### src/rtl/usb_tx_pkg.sv
// Shared types and constants for the USB full-speed transmit sequencer.
package usb_tx_pkg;

    typedef enum logic [2:0] {
        ST_IDLE,
        ST_SYNC,
        ST_PID,
        ST_DATA,
        ST_CRC,
        ST_EOP
    } tx_state_t;

    localparam logic [7:0]  SYNC_BYTE  = 8'h80;
    localparam logic [15:0] CRC16_POLY = 16'h8005;
    localparam logic [15:0] CRC16_INIT = 16'hFFFF;
    localparam int          STUFF_RUN  = 6;
    localparam int          EOP_BITS   = 2;

    localparam logic [3:0] PID_ACK   = 4'h2;
    localparam logic [3:0] PID_NAK   = 4'hA;
    localparam logic [3:0] PID_DATA0 = 4'h3;
    localparam logic [3:0] PID_DATA1 = 4'hB;

    // The line shifter is LSB-first; reversing lets the CRC go out MSB-first.
    function automatic logic [15:0] bit_reverse16(input logic [15:0] v);
        logic [15:0] r;
        for (int i = 0; i < 16; i++) begin
            r[i] = v[15-i];
        end
        return r;
    endfunction

endpackage

### src/rtl/usb_crc16.sv
// Serial CRC16 (x^16+x^15+x^2+1), one data bit per enabled cycle.
module usb_crc16 (
    input  logic        clk,
    input  logic        n_rst,
    input  logic        clr,
    input  logic        en,
    input  logic        din,
    output logic [15:0] crc
);
    import usb_tx_pkg::*;

    logic fb;

    assign fb = din ^ crc[15];

    always_ff @(posedge clk or negedge n_rst) begin
        if (!n_rst) begin
            crc <= CRC16_INIT;
        end else if (clr) begin
            crc <= CRC16_INIT;
        end else if (en) begin
            crc <= {crc[14:0], 1'b0} ^ (fb ? CRC16_POLY : 16'h0000);
        end
    end

endmodule

### src/rtl/usb_tx_controller.sv
// USB full-speed packet sequencer: SYNC, PID, payload, CRC16, bit stuffing and EOP,
// one raw bit per bit period to the NRZI encoder.
//
// state | meaning
// IDLE  | waiting for tx_start
// SYNC  | sending 0x80 LSB first
// PID   | sending {~pid, pid} LSB first
// DATA  | sending payload bytes from the FIFO
// CRC   | sending inverted CRC16, MSB first
// EOP   | SE0 for EOP_BITS periods, then tx_done
module usb_tx_controller #(
    parameter int CLKS_PER_BIT = 4
) (
    input  logic       clk,
    input  logic       n_rst,
    input  logic       tx_start,
    input  logic [3:0] tx_pid,
    input  logic       tx_has_data,
    input  logic [7:0] tx_byte,
    input  logic       tx_valid,
    input  logic       tx_last,
    output logic       tx_pop,
    output logic       enc_data,
    output logic       enc_ready,
    output logic       enc_eop,
    output logic       tx_busy,
    output logic       tx_done,
    output logic       tx_err
);
    import usb_tx_pkg::*;

    localparam int TW = (CLKS_PER_BIT > 1) ? $clog2(CLKS_PER_BIT) : 1;
    localparam logic [TW-1:0] TICK_LAST = TW'(CLKS_PER_BIT - 1);

    tx_state_t     state;
    logic [TW-1:0] tick_cnt;
    logic [3:0]    bit_cnt;
    logic [15:0]   shifter;
    logic [2:0]    ones_cnt;
    logic [3:0]    pid_q;
    logic          has_data_q;
    logic          last_q;

    logic        start_ok, period_end, field_done, stuff_now, load_byte;
    logic        emit, tx_bit, crc_en, crc_din;
    logic [7:0]  pid_byte;
    logic [15:0] crc, crc_tx;

    assign start_ok   = (state == ST_IDLE) && tx_start && !tx_done;
    assign period_end = (state != ST_IDLE) && (tick_cnt == '0);
    assign field_done = (bit_cnt == 4'd0);
    assign stuff_now  = period_end && (state != ST_EOP) && (ones_cnt == 3'(STUFF_RUN));
    assign load_byte  = period_end && !stuff_now && field_done &&
                        ((state == ST_PID && has_data_q) || (state == ST_DATA && !last_q));
    assign pid_byte   = {~pid_q, pid_q};
    assign crc_tx     = bit_reverse16(~crc);
    assign crc_en     = period_end && !stuff_now &&
                        ((state == ST_DATA && !field_done) || (load_byte && tx_valid));
    assign crc_din    = load_byte ? tx_byte[0] : shifter[0];

    usb_crc16 u_crc (
        .clk   (clk),
        .n_rst (n_rst),
        .clr   (start_ok),
        .en    (crc_en),
        .din   (crc_din),
        .crc   (crc)
    );

    // Bit launched at the start of the next period (first bit of a field comes straight from its source).
    always_comb begin
        emit   = 1'b0;
        tx_bit = 1'b0;
        if (start_ok) begin
            emit   = 1'b1;
            tx_bit = SYNC_BYTE[0];
        end else if (period_end && state != ST_EOP) begin
            if (stuff_now) begin
                emit = 1'b1;
            end else if (!field_done) begin
                emit   = 1'b1;
                tx_bit = shifter[0];
            end else if (load_byte) begin
                emit   = tx_valid;
                tx_bit = tx_byte[0];
            end else if (state == ST_SYNC) begin
                emit   = 1'b1;
                tx_bit = pid_byte[0];
            end else if (state == ST_DATA) begin
                emit   = 1'b1;
                tx_bit = crc_tx[0];
            end
        end
    end

    always_ff @(posedge clk or negedge n_rst) begin
        if (!n_rst) begin
            state      <= ST_IDLE;
            tick_cnt   <= '0;
            bit_cnt    <= '0;
            shifter    <= '0;
            ones_cnt   <= '0;
            pid_q      <= '0;
            has_data_q <= 1'b0;
            last_q     <= 1'b0;
            tx_pop     <= 1'b0;
            enc_data   <= 1'b0;
            enc_ready  <= 1'b0;
            enc_eop    <= 1'b0;
            tx_busy    <= 1'b0;
            tx_done    <= 1'b0;
            tx_err     <= 1'b0;
        end else begin
            enc_ready <= emit;
            tx_pop    <= 1'b0;
            tx_err    <= 1'b0;
            tx_done   <= 1'b0;
            if (emit) begin
                enc_data <= tx_bit;
                ones_cnt <= tx_bit ? ones_cnt + 3'd1 : 3'd0;
            end
            if (state != ST_IDLE) begin
                tick_cnt <= period_end ? TICK_LAST : tick_cnt - TW'(1);
            end

            if (start_ok) begin
                state      <= ST_SYNC;
                pid_q      <= tx_pid;
                has_data_q <= tx_has_data;
                tick_cnt   <= TICK_LAST;
                tx_busy    <= 1'b1;
                shifter    <= {9'd0, SYNC_BYTE[7:1]};
                bit_cnt    <= 4'd7;
                ones_cnt   <= {2'b00, SYNC_BYTE[0]};
            end else if (period_end && state == ST_EOP) begin
                if (field_done) begin
                    state   <= ST_IDLE;
                    enc_eop <= 1'b0;
                    tx_done <= 1'b1;
                    tx_busy <= 1'b0;
                end else begin
                    bit_cnt <= bit_cnt - 4'd1;
                end
            end else if (period_end && !stuff_now) begin
                if (!field_done) begin
                    shifter <= shifter >> 1;
                    bit_cnt <= bit_cnt - 4'd1;
                end else if (load_byte && tx_valid) begin
                    state   <= ST_DATA;
                    shifter <= {9'd0, tx_byte[7:1]};
                    bit_cnt <= 4'd7;
                    last_q  <= tx_last;
                    tx_pop  <= 1'b1;
                end else if (state == ST_SYNC) begin
                    state   <= ST_PID;
                    shifter <= {9'd0, pid_byte[7:1]};
                    bit_cnt <= 4'd7;
                end else if (state == ST_DATA && last_q) begin
                    state   <= ST_CRC;
                    shifter <= {1'b0, crc_tx[15:1]};
                    bit_cnt <= 4'd15;
                end else begin
                    // Handshake end, CRC end, or a load that found the FIFO empty.
                    tx_err  <= load_byte;
                    state   <= ST_EOP;
                    enc_eop <= 1'b1;
                    bit_cnt <= 4'(EOP_BITS - 1);
                end
            end
        end
    end

endmodule

### config.mk
export PLATFORM = sky130hd
export DESIGN_NAME = usb_tx_controller
export DESIGN_NICKNAME = d
export VERILOG_FILES = /design/src/rtl/usb_tx_pkg.sv /design/src/rtl/usb_crc16.sv /design/src/rtl/usb_tx_controller.sv
export SDC_FILE = /design/constraint.sdc
export NUM_CORES = 1
export LEC_CHECK = 0
export ABC_AREA = 1
export BUFFER_PORTS_ARGS = -buffer_cell sky130_fd_sc_hd__buf_4
export CORE_ASPECT_RATIO = 0.75
export CORE_MARGIN = 1.5
export CORE_UTILIZATION = 40
export CTS_CLUSTER_DIAMETER = 40
export DETAILED_ROUTE_END_ITERATION = 16
export GPL_ROUTABILITY_DRIVEN = 0
export HOLD_SLACK_MARGIN = 0.03
export PLACE_DENSITY = 0.55
export SETUP_SLACK_MARGIN = 0.15
export SYNTH_ARGS = -nofsm -noshare
export SYNTH_HDL_FRONTEND = slang
export SYNTH_SLANG_ARGS = --single-unit
### constraint.sdc
create_clock -name clk -period 2 [get_ports clk]
set_input_delay 0.2 -clock clk [delete_from_list [all_inputs] [get_ports clk]]
set_output_delay 0.2 -clock clk [all_outputs]
set_load 0.005 [all_outputs]
==> results of run 1 <==
## power by group
part           total (mW)  internal, mW  switching (mW)
sequential           1.50          1.37           0.131
clock               0.871         0.501           0.370
combinational        1.96         0.769            1.19
total                4.33          2.64            1.69
## timing repair
item | CTS | global route
pin swaps | 1 | 15
hold buffers | 1 | 0
gates resized for setup | 8 | 74
buffers inserted | 5 | 8
endpoints found under the setup margin | 36 | 43
hold endpoints to repair | 40 | 0
## routing by layer
layer / global-route usage [%] / part of all wire [%]
met4: 4.11 / 0.44
met5: 0 / 0
met2: 26.1 / 41
met1: 31.1 / 55
met3: 3.83 / 3.3
## stage by stage
stage	std cells	utilization (%)	total power, mW
final	512	55.3	4.33
after global routing	512	55.3	4.67
after CTS	504	50.5	4.07
after detailed placement	490	47.6	3.14
after global placement	490	47.6	3.13
after floorplan	363	-	2.61
## sequential cells by signal (all words and copies together), names as in the netlist, 2 cells and up
signal / cells
tick_cnt: 2
shifter: 15
bit_cnt: 4
ones_cnt: 3
pid_q: 4
u_crc.crc: 16
state: 3
## Yosys cell counts (all sizes together)
cell	n	share of area [%]
a21oi	6	1.0
a22oi	14	3.6
a31oi	1	0.21
buf	6	1.2
clkbuf	4	0.51
dfrtp	40	34
dfstp	16	14
ha	5	2.1
inv	48	6.1
nand2	124	16
nand3	32	6.8
nand4	2	0.43
nor2	20	3.6
nor3	3	0.68
o211ai	1	0.26
o21a	1	0.26
o21ai	21	3.6
o31ai	8	2.0
or2	8	1.7
xnor2	1	0.30
xor2	2	0.60
## cell families after synthesis
| family | after synthesis |
|---|---|
| buffers and inverters | 58 |
| adder cells (fa/ha/maj) | 5 |
| AO/OA/AOI/OAI | 52 |
| AND/OR/NAND/NOR | 189 |
| XOR/XNOR | 3 |
| flip-flops | 56 |
## worst reg2reg max path, stage by stage (launching register included)
cell	delay, ps
dfrtp_1	390
inv_1	60
ha_2	190
nand2_4	60
inv_2	50
nand2_2	40
inv_2	90
nor2_8	60
nand3_4	120
buf_8	150
clkinvlp_4	150
a21oi_2	160
nand3_2	70
nand3_1	70
nand2_1	50
## area by class of cell
type,instances,area [sq um],share of cell area [%]
Tap cell,98,123,3.18
Clock buffer,6,72.6,1.88
Clock inverter,2,60.1,1.56
Inverter,48,186,4.84
Multi-Input combinational cell,249,1530,39.6
Sequential cell,56,1420,36.9
Timing Repair Buffer,53,464,12.0
## worst paths after layout
kind	start	to	cells past startpoint
worst max-delay path	ones_cnt[0]	shifter[4]	14
worst min-delay path	tx_pid[2]	pid_q[2]	3
worst max register to register	ones_cnt[0]	shifter[4]	14
worst min register to register	shifter[4]	shifter[4]	2
max in group asynchronous	n_rst	shifter[6]	2
min in group asynchronous	n_rst	ones_cnt[1]	2
==> metrics.txt, run 1 <==
violation count after the first detailed-route iteration=147; Layout fillers=651; IO Count=25; sequential share of the synthesized area=48.4%; Compound-Gate Fraction of Synth Area=11.0%; share of cells above drive strength 1=37.2%; Critical Path Max Stage Delay=390 ps; CP most frequent cell=inv_2; clk_skew=17.9 ps; FF-to-FF setup slack=170 ps; vias in the first global route=2390; crit-path max FO=7; Peak VDD IR=0.000569 V; status=completed; number of max-cap violations=0; DRC viols=0; P_leak=1.96 nW; kind of critical path=flip-flop to flip-flop; RSZ-0062 raised after global routing=true; DIE AREA=7870 sq um; cell area after synthesis=2940 sq um; DR pass1 iterations=4; CP arrival=2030 ps; first-pass GRT wire length=11.8 mm; post-route cell area=3850 sq um; crit-path cells=inv_1, ha_2, nand2_4, inv_2, nand2_2, inv_2, nor2_8, nand3_4, buf_8, clkinvlp_4, a21oi_2, nand3_2, nand3_1, nand2_1; # H-tree levels=2; grt ovf=0; hold crit path type=input port to flip-flop; wire per inst=13.3 um; Setup Viol. Count Final=0; Final Cycle Share=91.6%; number of library cell types mapped by synthesis=31; Post-Syn Instances=363; Ys Warns=0; I/O Buffers=24; remaining antenna violation count=0; commonest non-fill, non-tap cells in the layout=nand2_1 (104), buf_4 (43), inv_1 (41); Die Width=102 um; total negative slack=0 ps; initial antenna violation count=0; post-synthesis area per instance=8.09 sq um; crit path capture type=flip-flop; largest net degree at the start of global routing=57; largest family of logic cells by synthesized area=simple AND/OR/NAND/NOR gates; adder-cell share of the synthesized area=2.13%; root buffer selected by CTS=clkbuf_8; total wire length=6.83 mm; post-detailed-placement half-perimeter wirelength=4.93 mm; number of antenna diodes=0; Final min period=1830 ps; CTS sink count=56; final net count=436; XOR/XNOR Fraction of Synth Area=0.895%; Syn Nets=386; CP Launch Type=flip-flop; Least-Margin Pin Slew=717 ps; dpl ws=-4.78 ps; Die Height=77.2 um; crit-path leading delay family=buffers and inverters; Final Slew Violations=0; Slew headroom=52.2%; vias per cell=4.80; PD cells=1120 nW/um^2; CTS tree=yes; clock-pin slew on the worst setup and hold paths=110 ps; mux contribution to synthesized area=0%; P&R area growth vs syn=31.2%; clk_lat worst skew=310 ps; number of buffers and inverters on the critical path=5; Total Routing Usage GR=19.3%; commonest non-fill, non-tap cell in the layout=nand2_1; # rows=26; CTS Buffer Depth=2; worst endpoint required time=2200 ps; Fmax=0.546 GHz; Synth Register Bits=56; Synth Area in Simple Gates=29.7%; core area=6960 sq um; routed via count=2457; CTS Buf Count=5; Area after DPL=3310 sq um; final hold slack=72.6 ps; final hold vios=0; Final Worst Setup Slack=168 ps; Initial Util=42.2%; slowest cell on the critical path=dfrtp_1
No activity file was read; power rests on OpenSTA's default activity.
==> run 2: changes to the inputs <==
Settings changed: CTS_BUF_LIST from default to sky130_fd_sc_hd__clkbuf_4 sky130_fd_sc_hd__clkbuf_8.
==> run 2 against run 1 <==
Compared with the run above:
- worst setup slack got worse by 15 ps
- die area is the same
- maximum frequency decreased by 0.83%
- global-route usage is essentially flat
- clock skew hardly changed
- sequential power about the same
- count of clock-buffer cells in the layout did not move
- total power rose by 0.89%
- first-iteration DRC count down 33%
- final area rose by 0.49%
- critical endpoint unchanged
- largest power group unchanged
==> metrics.txt, run 2 (synthesis gave the netlist of run 1 again) <==
final net count=436 (unchanged); remaining antenna violation count=0 (unchanged); Fmax=0.541 GHz (-0.83%); number of buffers and inverters on the critical path=5 (unchanged); first-pass GRT wire length=11.8 mm (about the same); Setup Viol. Count Final=0 (unchanged); hold crit path type=input port to flip-flop; P_leak=1.97 nW (+0.36%); vias in the first global route=2392 (+0.084%); Slew headroom=53.0% (+0.79 points); Total Routing Usage GR=19.2% (about the same); CTS sink count=56 (unchanged); P&R area growth vs syn=31.9%; I/O Buffers=24 (unchanged); DR WL met3=234 um (+3.1%); Die Height=77.2 um (unchanged); max reg flops=16 (unchanged); DRC viols=0 (unchanged); total negative slack=0 ps (unchanged); kind of critical path=flip-flop to flip-flop; root buffer selected by CTS=clkbuf_8; total wire length=6.88 mm (+0.79%); crit-path max FO=7 (unchanged); initial antenna violation count=0 (unchanged); # rows=26 (unchanged); Final Slew Violations=0 (unchanged); DIE AREA=7870 sq um (unchanged); largest net degree at the start of global routing=57 (unchanged); dpl ws=-4.78 ps (unchanged); CTS Buffer Depth=2 (unchanged); clk_lat worst skew=310 ps (about the same); clk_skew=18.0 ps (+0.0563 ps); # H-tree levels=2 (unchanged); final hold vios=0 (unchanged); number of antenna diodes=0 (unchanged); vias per cell=4.83 (+0.61%); CTS Buf Count=5 (unchanged); core area=6960 sq um (unchanged); commonest non-fill, non-tap cell in the layout=nand2_1; Peak VDD IR=0.000597 V (+4.8%); Die Width=102 um (unchanged); met2 wire length=2.88 mm (+2.0%); slowest cell on the critical path=dfrtp_1; clock-pin slew on the worst setup and hold paths=110 ps (about the same); PD cells=1130 nW/um^2 (+0.40%); post-detailed-placement half-perimeter wirelength=4.93 mm (unchanged); status=completed; CP arrival=2040 ps (about the same); commonest non-fill, non-tap cells in the layout=nand2_1 (104), buf_4 (42), inv_1 (41); Highest Signal Layer=met4; violation count after the first detailed-route iteration=99 (-33%); wl on met1=3.73 mm (-0.27%); RSZ-0062 raised after global routing=true; CP most frequent cell=inv_2; worst endpoint required time=2200 ps (about the same); Initial Util=42.2% (unchanged); Least-Margin Pin Slew=705 ps (-11.9 ps); number of max-cap violations=0 (unchanged); routed via count=2472 (+0.61%); Critical Path Max Stage Delay=390 ps (about the same); Final min period=1850 ps (+15.4 ps); crit-path leading delay family=buffers and inverters; CTS tree=yes; crit-path cells=inv_1, ha_2, nand2_4, inv_2, nand2_2, inv_2, nor2_8, nand3_4, buf_8, clkinvlp_4, a21oi_2, nand3_2, nand3_1, nand2_1; Most flops, register=u_crc.crc; CP Launch Type=flip-flop; wire per inst=13.4 um (+0.79%); Final Cycle Share=92.4% (+0.77 points); biggest regs=u_crc.crc: 16 flops, shifter: 15 flops; placed cells=490 (unchanged); Layout fillers=650 (-0.15%); Final Worst Setup Slack=152 ps (-15.4 ps); grt ovf=0 (unchanged); share of cells above drive strength 1=37.0% (-0.24 points); DR pass1 iterations=4 (unchanged); IO Count=25 (unchanged); Layout Cells excl Fill=512 (unchanged); crit path capture type=flip-flop
[run 2: what timing repair did]
action / in CTS / in global routing
gates resized for setup: 8 / 76
pin swaps: 1 / 16
hold buffers: 1 / 0
setup buffers: 5 / 8
endpoints found under the setup margin: 36 / 43
endpoints found under the hold margin: 40 / 0
[run 2: layout make-up]
| type | count | area [sq um] | area share (%) |
|---|---|---|---|
| clock inverters | 2 | 60.1 | 1.55 |
| flip-flops and latches | 56 | 1420 | 36.7 |
| clock buffers | 6 | 76.3 | 1.97 |
| well taps | 98 | 123 | 3.17 |
| multi-input cells | 249 | 1530 | 39.6 |
| repair buffers | 53 | 472 | 12.2 |
| inverters | 48 | 186 | 4.82 |
[run 2: power by group]
group / switching, mW / total, mW / internal [mW]
sequential: 0.132 / 1.50 / 1.37
combinational: 1.20 / 1.98 / 0.779
clock: 0.372 / 0.886 / 0.515
[run 2: final timing paths]
check	end	slack [ps]	from	cells after the start
worst max-delay path	shifter[4]	150	ones_cnt[0]	14
worst min-delay path	pid_q[2]	70	tx_pid[2]	3
worst max register to register	shifter[4]	150	ones_cnt[0]	14
worst min register to register	shifter[4]	480	shifter[4]	2
max in group asynchronous	shifter[8]	1050	n_rst	2
min in group asynchronous	tx_done	470	n_rst	2
[run 2: metal layers]
metal  global-route usage [%]  up-vias
met4                     4.11        0
met1                     30.9     1160
met3                     3.83        4
met5                        0        -
li1                         -     1262
met2                     26.2       46
[run 2: tightest hold or removal path, stage by stage]
cell and delay (ps):
buf_4 80, nand2_1 40, nand2_1 40
[run 2: metrics by stage]
stage / power [mW] / cell area (sq um) / hold slack [ps] / util, %
3_5_place_dp: 3.14 / 3310 / 307 / 47.6
3_3_place_gp: 3.13 / 3310 / 310 / 47.6
2_1_floorplan: 2.61 / 2940 / -95.6 / -
6_report: 4.37 / 3870 / 71.6 / 55.6
5_1_grt: 4.70 / 3870 / 64.7 / 55.6
4_1_cts: 4.09 / 3520 / 67.5 / 50.6
==> run 3: changes to the inputs <==
Settings changed: CORE_MARGIN 1.5 to 5.
==> run 3 against run 2 <==
Compared with the run above:
- flip-flop and latch count stayed put
- wire length increased by 0.31%
- die area is 17% higher
- count of clock-buffer cells in the layout decreased by 1
- clock power is 12% lower
- first-iteration DRC count increased by 69%
- via count fell by 0.85%
- critical path depth did not move
- global-route usage is 3.1 points lower
- combinational power fell by 9%
- sequential power is essentially flat
- critical path type unchanged
- critical endpoint unchanged
- largest cell class is now registers
==> metrics.txt, run 3 (synthesis gave the netlist of run 1 again) <==
status=completed; met2 wire length=2.90 mm (+0.69%); DR pass1 iterations=4 (unchanged); remaining antenna violation count=0 (unchanged); I/O Buffers=24 (unchanged); final core utilization=50.0% (-5.6 points); CTS tree=yes; IO Count=25 (unchanged); CP Launch Type=flip-flop; CTS sink count=56 (unchanged); Logic pwr share=44.2% (-1.1 points); crit path capture type=flip-flop; final net count=430 (-1.4%); Most flops, register=u_crc.crc; Fmax=0.539 GHz (-0.50%); NetSw=1.61 mW (-5.5%); grt ovf=0 (unchanged); kind of critical path=flip-flop to flip-flop; violation count after the first detailed-route iteration=167 (+69%); initial antenna violation count=0 (unchanged); Final Cycle Share=92.8% (+0.46 points); Clk pwr share=19.1% (-1.2 points); RSZ-0062 raised after global routing=true; post-detailed-placement half-perimeter wirelength=4.88 mm (-0.97%); Initial Util=40.6% (-1.6 points); clk_skew=6.12 ps (-11.8 ps); max reg flops=16 (unchanged); Peak VDD IR=0.000457 V (-23%); number of max-cap violations=0 (unchanged); P_leak=1.90 nW (-3.5%); Least-Margin Pin Slew=737 ps (+31.3 ps); Layout fillers=728 (+12%); Die Width=109 um (+6.9%); total negative slack=0 ps (unchanged); worst min-delay path startpoint=tx_last; worst endpoint required time=2220 ps (+20 ps); Die Height=84.2 um (+9.1%); largest net degree at the start of global routing=57 (unchanged); crit-path max FO=11 (+4); R2R cell count=14 (unchanged); root buffer selected by CTS=clkbuf_8; # H-tree levels=2 (unchanged); Final min period=1860 ps (+9.21 ps); DIE AREA=9170 sq um (+17%); CTS Buffer Depth=2 (unchanged); CP startpoint=ones_cnt[0]; vias in the first global route=2411 (+0.79%); total wire length=6.90 mm (+0.31%); Reg-to-Reg End=shifter[4]; biggest regs=u_crc.crc: 16 flops, shifter: 15 flops; PD cells=1130 nW/um^2 (-0.29%); P&R area growth vs syn=23.2%; hold crit path type=input port to flip-flop; CTS Buf Count=5 (unchanged); Net Sw Frac=39.5% (+0.57 points); number of antenna diodes=0 (unchanged); FF-to-FF Start=ones_cnt[0]; # rows=27 (+3.8%); clock-pin slew on the worst setup and hold paths=110 ps (about the same); CP arrival=2080 ps (+40 ps); Cells on Worst Hold Path=3 (unchanged); FF-to-FF setup slack=140 ps (about the same); share of cells above drive strength 1=28.9% (-8.0 points); final hold vios=0 (unchanged); DRC viols=0 (unchanged); Internal=2.46 mW (-7.7%); Setup Viol. Count Final=0 (unchanged); Total Routing Usage GR=16.2% (-3.1 points); Slew headroom=50.9% (-2.1 points); wire per inst=13.6 um (+0.90%); core area=7230 sq um (+3.8%); first-pass GRT wire length=11.8 mm (+0.53%); Highest Signal Layer=met4; Final Slew Violations=0 (unchanged); DR WL met3=325 um (+39%); commonest non-fill, non-tap cell in the layout=nand2_1; wl on met1=3.62 mm (-3.2%); clk_lat worst skew=310 ps (about the same); routed via count=2451 (-0.85%); Hold EP=last_q; commonest non-fill, non-tap cells in the layout=nand2_1 (107), inv_1 (44), dfrtp_1 (39), buf_4 (39), nand3_1 (24); vias per cell=4.82 (-0.27%); Flop pwr share=36.7% (+2.3 points)
run 3: cell types whose count changed in the layout (fill, tap and decap cells not counted), moves of 4 or more:
cell,delta
o31ai_2,-4
a22oi_2,-10
o21ai_0,+6
a22oi_1,+10
o31ai_1,+7
run 3: layer usage:
layer / GRT usage (%) / up-vias
met5: 0 / -
met4: 3.67 / 0
met3: 3.46 / 7
met2: 23.3 / 54
met1: 24.7 / 1144
li1: - / 1246
run 3: repair_timing:
item,in CTS,in global routing
endpoints found under the hold margin,40,0
endpoints found under the setup margin,35,30
pin swaps,0,13
buffers inserted,3,6
hold buffers,1,0
resized for setup,7,26
run 3: final cells by class:
type,count,area (sq um),area share [%]
Multi-Input combinational cell,249,1370,37.7
Sequential cell,56,1420,39.3
Inverter,48,184,5.08
Timing Repair Buffer,47,403,11.1
Clock inverter,3,47.5,1.31
Clock buffer,5,68.8,1.90
Tap cell,101,126,3.49
run 3: through the flow:
stage,hold WS [ps],area (sq um),power (mW),instances,setup slack [ps]
finish,72.6,3620,4.07,509,143
global route,64.1,3620,4.40,509,44.6
CTS,60.2,3470,3.98,503,145
detailed placement,313,3300,3.13,491,56.4
global placement,319,3300,3.11,491,86.9
floorplan,-95.6,2940,2.61,363,309
run 3: power by group through the flow:
stage / Combinational (mW) / Sequential, mW / Clock, mW
after floorplan: 1.12 / 1.49 / 0
after global placement: 1.60 / 1.51 / 0
after detailed placement: 1.61 / 1.52 / 0
after CTS: 1.68 / 1.50 / 0.802
after global routing: 2.02 / 1.52 / 0.857
final: 1.80 / 1.49 / 0.777
run 3: critical path, stage by stage, from the launching register on:
cell	delay, ps
dfrtp_1	390
inv_1	60
ha_2	190
nand2_4	60
inv_2	50
nand2_2	50
inv_2	90
nor2_8	60
nand3_4	130
buf_8	150
clkinvlp_4	130
a21oi_1	150
nand3_1	110
nand3_2	80
nand2_1	50
run 3: worst max path at each step:
stage                              to  slack [ps]  cells after the start
after floorplan           shifter[13]         310                     14
after global placement    ones_cnt[2]          90                     14
after detailed placement  ones_cnt[0]          60                     14
after CTS                  shifter[0]         140                     13
after global routing       shifter[4]          40                     14
final                      shifter[4]         140                     14
